[config.mk]
export PLATFORM = sky130hd
export DESIGN_NAME = truth_table_sweeper
export DESIGN_NICKNAME = d
export VERILOG_FILES = /design/src/rtl/truth_table_sweeper.sv
export SDC_FILE = /design/constraint.sdc
export NUM_CORES = 1
export LEC_CHECK = 0
export CELL_PAD_IN_SITES_DETAIL_PLACEMENT = 1
export CELL_PAD_IN_SITES_GLOBAL_PLACEMENT = 2
export CORE_MARGIN = 4
export CORE_UTILIZATION = 31
export DETAILED_ROUTE_END_ITERATION = 10
export PLACE_DENSITY = 0.9
export SYNTH_ARGS = -nofsm -noshare
export SYNTH_HDL_FRONTEND = slang
export SYNTH_SLANG_ARGS = --single-unit
[constraint.sdc]
create_clock -name clk -period 2.15 [get_ports clk]
set_input_delay 0.215 -clock clk [delete_from_list [all_inputs] [get_ports clk]]
set_output_delay 0.215 -clock clk [all_outputs]
set_load 0.01 [all_outputs]
[src/rtl/truth_table_sweeper.sv]
// Exhaustive truth-table sweeper: walks every input combination of a combinational
// block, compares its outputs to a golden table and reports pass/err_count/first failure.
module truth_table_sweeper #(
    parameter int unsigned N_IN   = 3,
    parameter int unsigned N_OUT  = 1,
    parameter int unsigned SETTLE = 1
) (
    input  logic                         clk,
    input  logic                         rst_n,
    input  logic                         start,
    input  logic [N_OUT*(2**N_IN)-1:0]   expected_tbl,
    output logic [N_IN-1:0]              dut_in,
    input  logic [N_OUT-1:0]             dut_out,
    output logic                         busy,
    output logic                         done,
    output logic                         pass,
    output logic [N_IN:0]                err_count,
    output logic [N_IN-1:0]              first_err_idx,
    output logic                         first_err_valid
);

    localparam int unsigned N_VEC = 2**N_IN;
    localparam int unsigned CW    = N_IN + 1;
    localparam int unsigned SW    = 4;
    localparam logic [N_IN-1:0] LAST_IDX    = N_IN'(N_VEC - 1);
    localparam logic [SW-1:0]   SETTLE_LAST = SW'(SETTLE - 1);

    typedef enum logic [1:0] {
        IDLE   = 2'd0,
        DRIVE  = 2'd1,
        SAMPLE = 2'd2,
        DONE   = 2'd3
    } state_t;

    state_t          state;
    logic [SW-1:0]   settle;
    logic            last_q;
    logic [N_OUT-1:0] expected_c;
    logic            mismatch_c;

    // Golden slice for the vector currently on dut_in.
    assign expected_c = expected_tbl[32'(dut_in) * N_OUT +: N_OUT];
    assign mismatch_c = (dut_out != expected_c);

    // last_q adds one closing cycle after the final compare so the result is settled
    // before done rises.
    always_ff @(posedge clk or negedge rst_n) begin
        if (!rst_n) begin
            state           <= IDLE;
            settle          <= '0;
            last_q          <= 1'b0;
            dut_in          <= '0;
            busy            <= 1'b0;
            done            <= 1'b0;
            pass            <= 1'b0;
            err_count       <= '0;
            first_err_idx   <= '0;
            first_err_valid <= 1'b0;
        end else begin
            case (state)
                IDLE, DONE: begin
                    if (start) begin
                        state           <= DRIVE;
                        settle          <= '0;
                        last_q          <= 1'b0;
                        dut_in          <= '0;
                        busy            <= 1'b1;
                        done            <= 1'b0;
                        pass            <= 1'b0;
                        err_count       <= '0;
                        first_err_idx   <= '0;
                        first_err_valid <= 1'b0;
                    end
                end
                DRIVE: begin
                    settle <= settle + SW'(1);
                    if (settle == SETTLE_LAST) begin
                        state <= SAMPLE;
                    end
                end
                SAMPLE: begin
                    if (last_q) begin
                        state <= DONE;
                        busy  <= 1'b0;
                        done  <= 1'b1;
                        pass  <= (err_count == '0);
                    end else begin
                        if (mismatch_c) begin
                            err_count <= err_count + CW'(1);
                            if (!first_err_valid) begin
                                first_err_idx   <= dut_in;
                                first_err_valid <= 1'b1;
                            end
                        end
                        if (dut_in == LAST_IDX) begin
                            last_q <= 1'b1;
                        end else begin
                            dut_in <= dut_in + N_IN'(1);
                            settle <= '0;
                            state  <= DRIVE;
                        end
                    end
                end
                default: state <= IDLE;
            endcase
        end
    end

endmodule

# --- Word level (Yosys, flattened, before mapping) ---
# Cells that the tools add are included.
word_totals:
  register_bits: 21
  input_bits: 12
  out_inout_bits: 14
  wordCells: 73
classes:
  addsub: 3
  eq_ne: 13
  shifts: 1
  n_mux: 34
  n_reduce_logical: 12
ops:
  columns: ["op", "count"]
  rows:
  - ["$mux W4", 5]
  - ["$mux W3", 6]
  - ["$ne A2 B2 Y1 const B", 7]
  - ["$pmux W3 S2", 2]
  - ["$pmux W4 S3", 1]
  - ["$pmux W1 S2", 5]
  - ["$mux W1", 9]
  - ["$reduce_and A3 Y1", 3]
  - ["$add A4 B1 Y4 const B", 2]
  - ["$logic_not A4 Y1", 2]
  - ["$mux W2", 4]
  - ["$pmux W4 S2", 1]
  - ["$reduce_and A4 Y1", 2]
  - ["$shiftx A8 B4 Y1", 1]
  - ["$pmux W2 S3", 1]
  - ["$reduce_and A5 Y1", 1]
  - ["$eq A2 B2 Y1 const B", 2]
  - ["$add A3 B1 Y3 const B", 1]
  - ["$eq A3 B3 Y1 const B", 1]
  - ["$ne A3 B3 Y1 const B", 1]
  - ["$eq A2 B1 Y1 const B", 1]
  - ["$logic_not A2 Y1", 1]
  - ["$reduce_and A2 Y1", 1]
  - ["$reduce_bool A2 Y1", 1]
  - ["2 further kinds", 2]

# --- Logic depth before layout (Yosys ltp) ---
# Gate-level depths: netlist (run 1).
logic_depth:
  word_depth: 5
  ltp_mapped: 8
  mapped_depth_nobuf: 7

# --- Least setup slack after synthesis (run 1) ---
# OpenSTA, ideal clock, no wires.
synth_path:
  kind: "register -> register"
  from: "register dut_in[0]"
  to: "register err_count[2]"
  setup_time_ps: 124
  arrival_ps: 1875
  t_required_ps: 2026
  setup_slack_ps: 151
  stages_incl_launch_ff: 6
  path_buffers: 0
  period_less_slack_ps: 1999
  path_cell_list: "dfrtp_1 -> mux4_1 -> mux2i_2 -> xnor2_2 -> a21oi_1 -> a211o_1"
synth_via:
  elab_chain_len: 4
synth_lines:
  columns: ["element", "line_no", "text"]
  rows:
  - ["start: declaration", "12", "output logic [N_IN-1:0] dut_in,"]
  - ["start signal: assignment", "98", "dut_in <= dut_in + N_IN'(1);"]
  - ["$shiftx A8 B4 Y1", "42", "assign expected_c = expected_tbl[32'(dut_in) * N_OUT +: N_OUT];"]
  - ["$ne A1 B1 Y1", "43", "assign mismatch_c = (dut_out != expected_c);"]
  - ["$ne A2 B2 Y1 (no line)", null, null]
  - ["$reduce_and A4 Y1 (no line)", null, null]
  - ["end signal: assignment", "89", "err_count <= err_count + CW'(1);"]
  - ["end: declaration", "17", "output logic [N_IN:0] err_count,"]
# No other way between the ends.
# A chain may end at the register's enable or synchronous reset.

# --- Worst setup path after layout (run 1) ---
layout_path:
  from: "register dut_in[0]"
  to: "register err_count[3]"
# The elaborated chain is that of the path after synthesis.

==> results of run 1 <==
flip-flops by register name, indices dropped and copies added (netlist names):
name and flops:
pass 1, first_err_idx 3, first_err_valid 1, last_q 1
dut_in 3, state 2, err_count 4, busy 1
settle 4, done 1
cell families after synthesis:
kind of cell             Yosys count  share of synthesized area (%)
AO/OA/AOI/OAI                     35                           18.9
XOR/XNOR                           1                           1.30
adder cells (fa/ha/maj)            9                           8.98
buffers and inverters             15                           4.49
flip-flops                        21                           41.9
multiplexers                       8                           9.28
AND/OR/NAND/NOR                   42                           15.2
worst paths after layout:
kind,start,to,slack [ns],cells past startpoint
worst max-delay path,dut_in[0]$_DFFE_PN0P_,err_count[3]$_DFFE_PN0P_,0.11,5
worst min-delay path,rst_n,pass$_DFFE_PN0P_,0.30,2
worst max register to register,dut_in[0]$_DFFE_PN0P_,err_count[3]$_DFFE_PN0P_,0.11,5
worst min register to register,settle[3]$_DFFE_PN0P_,settle[3]$_DFFE_PN0P_,0.50,1
max in group asynchronous,rst_n,settle[2]$_DFFE_PN0P_,1.64,2
min in group clk,settle[3]$_DFFE_PN0P_,settle[3]$_DFFE_PN0P_,0.50,1
what timing repair did:
action / 4_1_cts / 5_1_grt
setup buffers: 0 / 0
gates resized for setup: 0 / 2
endpoints found under the setup margin: 0 / 1
critical path, delay by kind of cell, from the launching register on:
| family | cells | cell delay, ns |
|---|---|---|
| flip-flops | 1 | 0.42 |
| AND/OR/NAND/NOR | 1 | 0.14 |
| XOR/XNOR | 1 | 0.22 |
| multiplexers | 2 | 0.86 |
| AO/OA/AOI/OAI | 1 | 0.28 |
layout make-up:
type	count	area, sq um	share of cell area [%]
inverter	10	37.5	2.26
clock buffer	4	45.0	2.71
sequential	21	526	31.6
multi-input combinational	95	692	41.6
tap	48	60.1	3.61
timing repair buffer	32	303	18.2
cells in the final DEF, fill, tap and decap left out, types with 2 or more instances in the layout:
cell type / synthesis / final
o21ai_0: 11 / 11
a22o_1: 5 / 5
nand3_1: 4 / 4
mux2i_1: 5 / 5
inv_1: 10 / 10
a21oi_1: 8 / 8
clkbuf_8: 0 / 3
ha_1: 9 / 9
nor2b_1: 3 / 3
nor2_1: 6 / 6
nand2b_1: 3 / 3
dfrtp_1: 21 / 21
o31ai_1: 2 / 2
clkdlybuf4s50_1: 0 / 25
buf_4: 0 / 7
a32o_1: 2 / 2
mux4_1: 2 / 2
nand2_1: 21 / 21
metal layers:
metal	global-route usage, %	wire length, um	vias to the layer above
met3	2.81	130	2
met5	0	0	-
li1	-	-	526
met2	26.0	1760	19
met1	17.4	1480	565
met4	4.38	23	0
per-stage QoR:
step / hold WS, ns / cells / util (%) / instance area (sq um) / setup WS (ns)
6_report: 0.296 / 210 / 44.1 / 1660 / 0.114
5_1_grt: 0.324 / 210 / 44.1 / 1660 / 0.00656
4_1_cts: 0.308 / 210 / 43.6 / 1640 / 0.0465
3_5_place_dp: 0.490 / 206 / 42.4 / 1600 / -0.107
3_3_place_gp: 0.475 / 206 / 42.4 / 1600 / 0.0188
2_1_floorplan: -0.0806 / 131 / - / 1250 / 0.151
where the power goes:
part,switching [mW],internal [mW],total [mW]
combinational,0.511,0.394,0.905
clock,0.133,0.132,0.265
sequential,0.0763,0.463,0.540
total,0.720,0.989,1.71
==> results.cfg, run 1 <==
[clock_network]
htree_num_levels = 1
cts.path.max_buffers = 2
cts_made_buffers = 3
clk_pin_slew_ns = 0.08
tritoncts = yes
insertion_delay_to_the_later_sink_of_the_worst_skew_pair_ns = 0.26
cts.hold.buffers_added = 0
cts.sink_count = 21
clockRootBuffer = clkbuf_8

[die]
die_area_sq_mm = 0.00513
floorplan.rows = 22
die_h_um = 71.6
floorplan.initialDensity_pct = 33.2
design.core.area_sq_mm = 0.00377
die_w_um = 71.6
ioPinCount = 26

[drt]
wire_per_inst_um = 16.2
route.detailed.vias_per_inst = 5.30
drtAntennaViolNets = 0
drt_first_pass_iters = 5
drt_first_iter_violations = 36
total_routed_length_um = 3400
drc = 0
via_count = 1112

[finish]
antenna_cells_inserted = 0
layout.filler_cells = 437
finalNetCount = 184
fraction_of_final_layout_cells_sized_beyond_drive_strength_1_pct = 7.41
syn_to_final_growth_pct = 32.6

[synthesis]
synth.cell_area_sq_mm = 0.00125
ys_seq_elements = 21
synth_flop_type = dfrtp_1
ys_top_cells_by_area = dfrtp_1 42%, ha_1 9.0%, nand2_1 6.3%, o21ai_0 4.4%, mux4_1 4.2%
syn-num-nets = 152
synth_top_area_share_pct = 41.9
yosys_warnings = 0
synth_cells = 131
synth_enable_flop_cells = 0
post_synth.cell_area_avg_sq_um = 9.57
synth_async_sr_flop_share_pct = 100
synth.lib_cells_used.distinct = 31
ys_seq_area_share_pct = 41.9
synth.cells.most_frequent = 21 x dfrtp_1, 21 x nand2_1, 11 x o21ai_0, 10 x inv_1, 9 x ha_1
yosys.area.top_type = dfrtp_1

[timing]
final_hold_viol_count = 0
final_max_slew_viol_count = 0
post-route-period-util_pct = 94.7
final_setup_violation_count = 0
max_slew_margin_pct = 75.6
tns_ns = 0
grt_setup_unrepaired = no
fin_crit_ns = 2.04
max_freq_mhz = 491
worst_clock_skew_ns = 0.00233
worst_margin_slew_ns = 0.362

[power_and_ir_drop]
overall_power_mw = 1.71
static-leakage-power_nw = 0.748
pwr_per_cell_area_mw_per_mm2 = 1030
irDropWorstVdd_mv = 0.398

[grt]
first_global_vias = 1224
initial_antenna_violation_count = 0
globalRouteOverflowTotal = 0
global_route_wire_length_before_repair_um = 5890
groute.usage.overall_pct = 14.5
pin_count_of_the_biggest_net_entering_global_routing = 22

[setup_path]
crit_path_end_kind = register
largest_stage_delay_on_the_critical_path_ns = 0.63
critPathSlowestCell = mux4_1
worst_setup_path_start_kind = register
timing.critical_path.cells = mux4_1, mux2i_4, xnor2_4, nand4_1, o311ai_1
worstPathRequired_ns = 2.31
cp_data_arrival_time_ns = 2.20
criticalPathCategory = reg -> reg
crit_path_max_fanout = 10

[hold_path]
hold_path.class = in -> async

[placement]
port_buffers = 25
dpl.hpwl_um = 2590
finalWeightedCongestion = 0.746

[run]
max-cap-violations = 0

[outcome]
outcome = finished, final reports clean
Power figures use the tool's default switching activity.
==> inputs of run 2 (changes only) <==
--- a/config.mk
+++ b/config.mk
@@ -8,9 +8,9 @@
 export CELL_PAD_IN_SITES_DETAIL_PLACEMENT = 1
 export CELL_PAD_IN_SITES_GLOBAL_PLACEMENT = 2
 export CORE_MARGIN = 4
-export CORE_UTILIZATION = 31
+export CORE_UTILIZATION = 28
 export DETAILED_ROUTE_END_ITERATION = 10
-export PLACE_DENSITY = 0.9
+export PLACE_DENSITY = 0.86
 export SYNTH_ARGS = -nofsm -noshare
 export SYNTH_HDL_FRONTEND = slang
 export SYNTH_SLANG_ARGS = --single-unit
==> constraint.sdc (replaced) <==
create_clock -name clk -period 1.8 [get_ports clk]
set_input_delay 0.18 -clock clk [delete_from_list [all_inputs] [get_ports clk]]
set_output_delay 0.18 -clock clk [all_outputs]
set_load 0.01 [all_outputs]
==> results.cfg, run 2 (synthesis gave the netlist of run 1 again) <==
[outcome]
outcome = finished with violations
violated_checks = negative setup slack

[finish]
most-common-layout-cells = 25 x clkdlybuf4s50_1, 20 x nand2_1, 20 x dfrtp_1, 20 x buf_4, 10 x inv_1
area.sequential_sq_um = 527
multiInputGateArea_sq_um = 743
fraction_of_final_layout_cells_sized_beyond_drive_strength_1_pct = 23.3
layout_commonest_cell = clkdlybuf4s50_1
post_layout_nonfiller_instances = 228
syn_to_final_growth_pct = 46.0
largest_registers = err_count (4), settle (4)
layout.filler_cells = 498
finalNetCount = 198
layout.core_utilization_pct = 42.0
antenna_cells_inserted = 0
stdcell_area_sq_mm = 0.00183

[timing]
postLayoutSetupSlackWorst_ns = -0.106
tns_ns = -0.440
max_freq_mhz = 525
fin_crit_ns = 1.91
final_setup_violation_count = 8
worst_clock_skew_ns = 0.00861
final_max_slew_viol_count = 0
final_hold_viol_count = 0
grt_setup_unrepaired = yes
worst_margin_slew_ns = 0.338
post-route-period-util_pct = 106
max_slew_margin_pct = 77.5
hold_ws_ns = 0.264

[setup_path]
crit_path_max_fanout = 10
worst_setup_path_start_kind = register
timing.reg2reg.worst_path_depth = 6
regToRegSetupSlack_ns = -0.11
worst_setup_path_startpoint = dut_in[0]$_DFFE_PN0P_
criticalPathCategory = reg -> reg
r2r-end = err_count[0]$_DFFE_PN0P_
worstPathRequired_ns = 1.96
critical_path.reg2reg.startpoint = dut_in[0]$_DFFE_PN0P_
cp_data_arrival_time_ns = 2.06
crit_path_end_kind = register

[drt]
total_routed_length_um = 3550
route.detailed.vias_per_inst = 5.11
drtAntennaViolNets = 0
via_count = 1166
wire_per_inst_um = 15.6
drt_first_iter_violations = 33
drc = 0
drt_first_pass_iters = 4

[clock_network]
clk_pin_slew_ns = 0.08
htree_num_levels = 1
cts.sink_count = 21
tritoncts = yes
cts_made_buffers = 3
clockRootBuffer = clkbuf_8
cts.hold.buffers_added = 0
cts.path.max_buffers = 2
insertion_delay_to_the_later_sink_of_the_worst_skew_pair_ns = 0.26

[hold_path]
hold_path.class = in -> async

[die]
die_area_sq_mm = 0.00561
floorplan.initialDensity_pct = 28.8
die_h_um = 74.9
floorplan.rows = 24
ioPinCount = 26
die_w_um = 74.9
design.core.area_sq_mm = 0.00435

[placement]
dpl.hpwl_um = 2750
placed_area_sq_mm = 0.00170
finalWeightedCongestion = 0.736
place_inst = 223
port_buffers = 25

[power_and_ir_drop]
pwr-share-clk_pct = 13.4
cell_internal_pwr_mw = 1.39
sw_ratio_pct = 40.5
combPwrFrac_pct = 58.7
static-leakage-power_nw = 0.816
pwr_per_cell_area_mw_per_mm2 = 1280
irDropWorstVdd_mv = 0.657
switchingPower_mw = 0.946
seq_power_share_pct = 27.9

[grt]
groute.usage.overall_pct = 13.6
pin_count_of_the_biggest_net_entering_global_routing = 22
first_global_vias = 1241
globalRouteOverflowTotal = 0
initial_antenna_violation_count = 0
global_route_wire_length_before_repair_um = 5850

[run]
max-cap-violations = 0
## run 2: per-stage QoR
stage               worst slack, ns  power [mW]
CTS                          -0.117        2.29
global placement             -0.240        1.82
global route                 -0.183        2.53
finish                       -0.106        2.34
floorplan                   -0.0939        1.31
detailed placement           -0.300        1.90
## run 2: power groups by stage
stage          registers (mW)  clock network, mW  logic, mW
6_report                0.651              0.314       1.37
3_3_place_gp            0.646                  0       1.17
2_1_floorplan           0.661                  0      0.653
5_1_grt                 0.665              0.341       1.52
4_1_cts                 0.649              0.329       1.31
3_5_place_dp            0.655                  0       1.25
## run 2: worst max path at each step
stage,end,slack [ns],cells after the start
2_1_floorplan,err_count[2]$_DFFE_PN0P_,-0.09,5
3_3_place_gp,err_count[3]$_DFFE_PN0P_,-0.24,6
3_5_place_dp,err_count[3]$_DFFE_PN0P_,-0.30,6
4_1_cts,err_count[3]$_DFFE_PN0P_,-0.12,5
5_1_grt,err_count[0]$_DFFE_PN0P_,-0.18,6
6_report,err_count[0]$_DFFE_PN0P_,-0.11,6
## run 2: routing by layer
metal  vias to the layer above  GRT usage, %  routed length [um]
li1                        558             -                   -
met1                       588          15.5                1500
met3                         2          2.80                 119
met5                         -             0                   0
met2                        18          26.3                1920
met4                         0          1.78                  13
## run 2: worst max-delay path, stage by stage, from the launching register on
cell,delay (ns)
dfrtp_2,0.42
mux4_2,0.54
mux2i_4,0.22
xnor2_4,0.21
buf_4,0.17
o21bai_1,0.05
a22o_1,0.18
## run 2: final cells by class
type                       instances  area share, %
sequential                        21           28.8
multi-input combinational         95           40.6
tap                               52           3.55
inverter                          10           2.05
clock inverter                     1          0.273
clock buffer                       3           2.26
timing repair buffer              46           22.5
## run 2: timing repair
item | 4_1_cts | 5_1_grt
setup endpoints to repair | 16 | 17
buffers inserted | 0 | 2
pin swaps | 3 | 3
resized for setup | 7 | 10
==> inputs of run 3 (changes only) <==
--- a/config.mk
+++ b/config.mk
@@ -5,12 +5,13 @@
 export SDC_FILE = /design/constraint.sdc
 export NUM_CORES = 1
 export LEC_CHECK = 0
+export ABC_AREA = 1
 export CELL_PAD_IN_SITES_DETAIL_PLACEMENT = 1
 export CELL_PAD_IN_SITES_GLOBAL_PLACEMENT = 2
-export CORE_MARGIN = 4
-export CORE_UTILIZATION = 28
+export CORE_MARGIN = 8
+export CORE_UTILIZATION = 31
 export DETAILED_ROUTE_END_ITERATION = 10
-export PLACE_DENSITY = 0.86
+export PLACE_DENSITY = 0.94
 export SYNTH_ARGS = -nofsm -noshare
 export SYNTH_HDL_FRONTEND = slang
 export SYNTH_SLANG_ARGS = --single-unit
==> constraint.sdc (replaced) <==
create_clock -name clk -period 2.3 [get_ports clk]
set_input_delay 0.23 -clock clk [delete_from_list [all_inputs] [get_ports clk]]
set_output_delay 0.23 -clock clk [all_outputs]
set_load 0.01 [all_outputs]
==> results.cfg, run 3 <==
[outcome]
outcome = finished, final reports clean

[drt]
drtAntennaViolNets = 0
via_count = 1134
route.detailed.vias_per_inst = 4.85
drc = 0
routed-wl-met3_um = 169
total_routed_length_um = 3270
dr.max_layer_used = met4
wire_per_inst_um = 14.0
wl_met1_um = 1380
drt_first_iter_violations = 31
drt_first_pass_iters = 2
routed-wl-met2_um = 1640

[synthesis]
synth.cell_area_sq_mm = 0.00125
post_synth.cell_area_avg_sq_um = 8.08
synth_mux_area_share_pct = 0
synth_cells = 155
synth_xor_xnor_area_share_pct = 1.40
syn-num-nets = 176
synth_enable_flop_cells = 0
synth.cells.most_frequent = 34 x nand2_1, 21 x dfrtp_1, 21 x inv_1, 16 x nand3_1
dominant_combinational_cell_family_by_area_after_synthesis = simple AND/OR/NAND/NOR gates
synth_compound_gate_area_share_pct = 7.79
yosys_warnings = 0
ys_top_cells_by_area = dfrtp_1 42%, nand2_1 10%, ha_1 9.0%, nand3_1 6.4%, inv_1 6.3%
synth_async_sr_flop_share_pct = 100
yosysMostFrequentCell = nand2_1
ys_seq_area_share_pct = 42.0
ys_seq_elements = 21
synth_top_area_share_pct = 42.0
synthAdderAreaFrac_pct = 8.99
synth.lib_cells_used.distinct = 22
yosys.area.top_type = dfrtp_1
synth_flop_type = dfrtp_1
simple_logic_cell_fraction_of_the_synthesized_area_pct = 31.1

[clock_network]
cts.path.max_buffers = 2
htree_num_levels = 1
cts_made_buffers = 3
clk_pin_slew_ns = 0.08
cts_resized = 0
tritoncts = yes
insertion_delay_to_the_later_sink_of_the_worst_skew_pair_ns = 0.26
clockRootBuffer = clkbuf_8
post_cts_buffers = 0
cts.sink_count = 21
cts.hold.buffers_added = 0

[placement]
port_buffers = 25
finalWeightedCongestion = 0.749
dpl.hpwl_um = 2650
place_inst = 230

[setup_path]
critical_path.n_buffers_inverters = 3
worst_setup_path_start_kind = register
cp_data_arrival_time_ns = 2.07
timing.critical_path.cells = inv_1, ha_1, buf_4, inv_1, nor2_1, nand2_1, nand3_1, nand2_1, o21ai_0
crit_path_max_fanout = 11
critPathSlowestCell = ha_1
worstPathRequired_ns = 2.48
largest_stage_delay_on_the_critical_path_ns = 0.45
criticalPathCategory = reg -> reg
crit_path_end_kind = register
path_delay_family = simple AND/OR/NAND/NOR gates
critical_path_cell_count = 9
timing.reg2reg.worst_path_depth = 9

[die]
die_w_um = 79.6
floorplan.rows = 23
die_h_um = 79.6
design.core.area_sq_mm = 0.00394
floorplan.initialDensity_pct = 31.8
die_area_sq_mm = 0.00633
ioPinCount = 26

[finish]
finalNetCount = 206
post_layout_nonfiller_instances = 234
largest_registers = err_count (4), settle (4)
most-common-layout-cells = 34 x nand2_1, 25 x clkdlybuf4s50_1, 21 x inv_1, 21 x dfrtp_1, 16 x nand3_1
syn_to_final_growth_pct = 28.8
layout_commonest_cell = nand2_1
fraction_of_final_layout_cells_sized_beyond_drive_strength_1_pct = 12.5
antenna_cells_inserted = 0
layout.filler_cells = 477

[timing]
max_slew_margin_pct = 68.1
final_hold_viol_count = 0
tns_ns = 0
worst_margin_slew_ns = 0.479
fin_crit_ns = 1.89
grt_setup_unrepaired = no
post-route-period-util_pct = 82.3
final_max_slew_viol_count = 0
final_setup_violation_count = 0
max_freq_mhz = 528
worst_clock_skew_ns = 0.00372

[hold_path]
hold_path.class = in -> async

[power_and_ir_drop]
pwr-share-clk_pct = 14.1
sw_ratio_pct = 45.7
pwr_per_cell_area_mw_per_mm2 = 1070
seq_power_share_pct = 32.9
cell_internal_pwr_mw = 0.937
switchingPower_mw = 0.787
static-leakage-power_nw = 0.801
combPwrFrac_pct = 53.0
irDropWorstVdd_mv = 0.284

[grt]
first_global_vias = 1236
pin_count_of_the_biggest_net_entering_global_routing = 22
initial_antenna_violation_count = 0
global_route_wire_length_before_repair_um = 5800
globalRouteOverflowTotal = 0
groute.usage.overall_pct = 11.3

[run]
max-cap-violations = 0
==> run 3: changes by cell type in the layout (fill, tap and decap cells not counted), sizes merged, moves of 8 or more <==
cell and change:
nor2 +8, inv +16, buf -19, nand2 +18, nand3 +14
==> run 3: cell families after synthesis <==
group / after synthesis
xor+xnor: 2
compound gates: 16
simple gates: 79
buf+inv: 28
flops: 21
fa+ha+maj: 9
==> run 3: path summary, 6_finish.rpt <==
path	startpoint	endpoint	slack, ns
worst max-delay path	state[0]$_DFFE_PN0P_	state[1]$_DFFE_PN0P_	0.41
worst min-delay path	rst_n	dut_in[2]$_DFFE_PN0P_	0.31
worst max register to register	state[0]$_DFFE_PN0P_	state[1]$_DFFE_PN0P_	0.41
worst min register to register	first_err_idx[2]$_DFFE_PN0P_	first_err_idx[2]$_DFFE_PN0P_	0.48
max in group asynchronous	rst_n	busy$_DFFE_PN0P_	1.77
min in group clk	first_err_idx[2]$_DFFE_PN0P_	first_err_idx[2]$_DFFE_PN0P_	0.48
==> run 3: metrics by stage <==
step	cell area [sq um]	utilization (%)	power (mW)	hold slack [ns]	worst slack [ns]
floorplan	1250	-	1.18	-0.0656	0.665
global placement	1570	39.8	1.42	0.460	0.505
detailed placement	1570	39.8	1.49	0.470	0.411
CTS	1610	40.9	1.75	0.318	0.381
global route	1610	40.9	1.89	0.337	0.222
finish	1610	40.9	1.72	0.311	0.406
==> run 3: layer usage <==
layer  vias up  GRT usage (%)
met2        23           19.3
met1       551           12.6
met4         0           6.48
met3         7           2.70
met5         -              0
li1        553              -
==> run 3: area by class of cell <==
type	instances	area (sq um)	area share, %
Multi-Input combinational cell	106	617	38.2
Sequential cell	21	526	32.6
Timing Repair Buffer	27	265	16.4
Inverter	26	97.6	6.05
Tap cell	50	62.6	3.88
Clock buffer	4	45.0	2.79
==> run 3: power groups by stage <==
stage / clock network (mW) / registers [mW] / logic, mW
floorplan: 0 / 0.571 / 0.605
global placement: 0 / 0.565 / 0.860
detailed placement: 0 / 0.578 / 0.916
CTS: 0.256 / 0.571 / 0.923
global route: 0.265 / 0.585 / 1.04
finish: 0.243 / 0.568 / 0.913
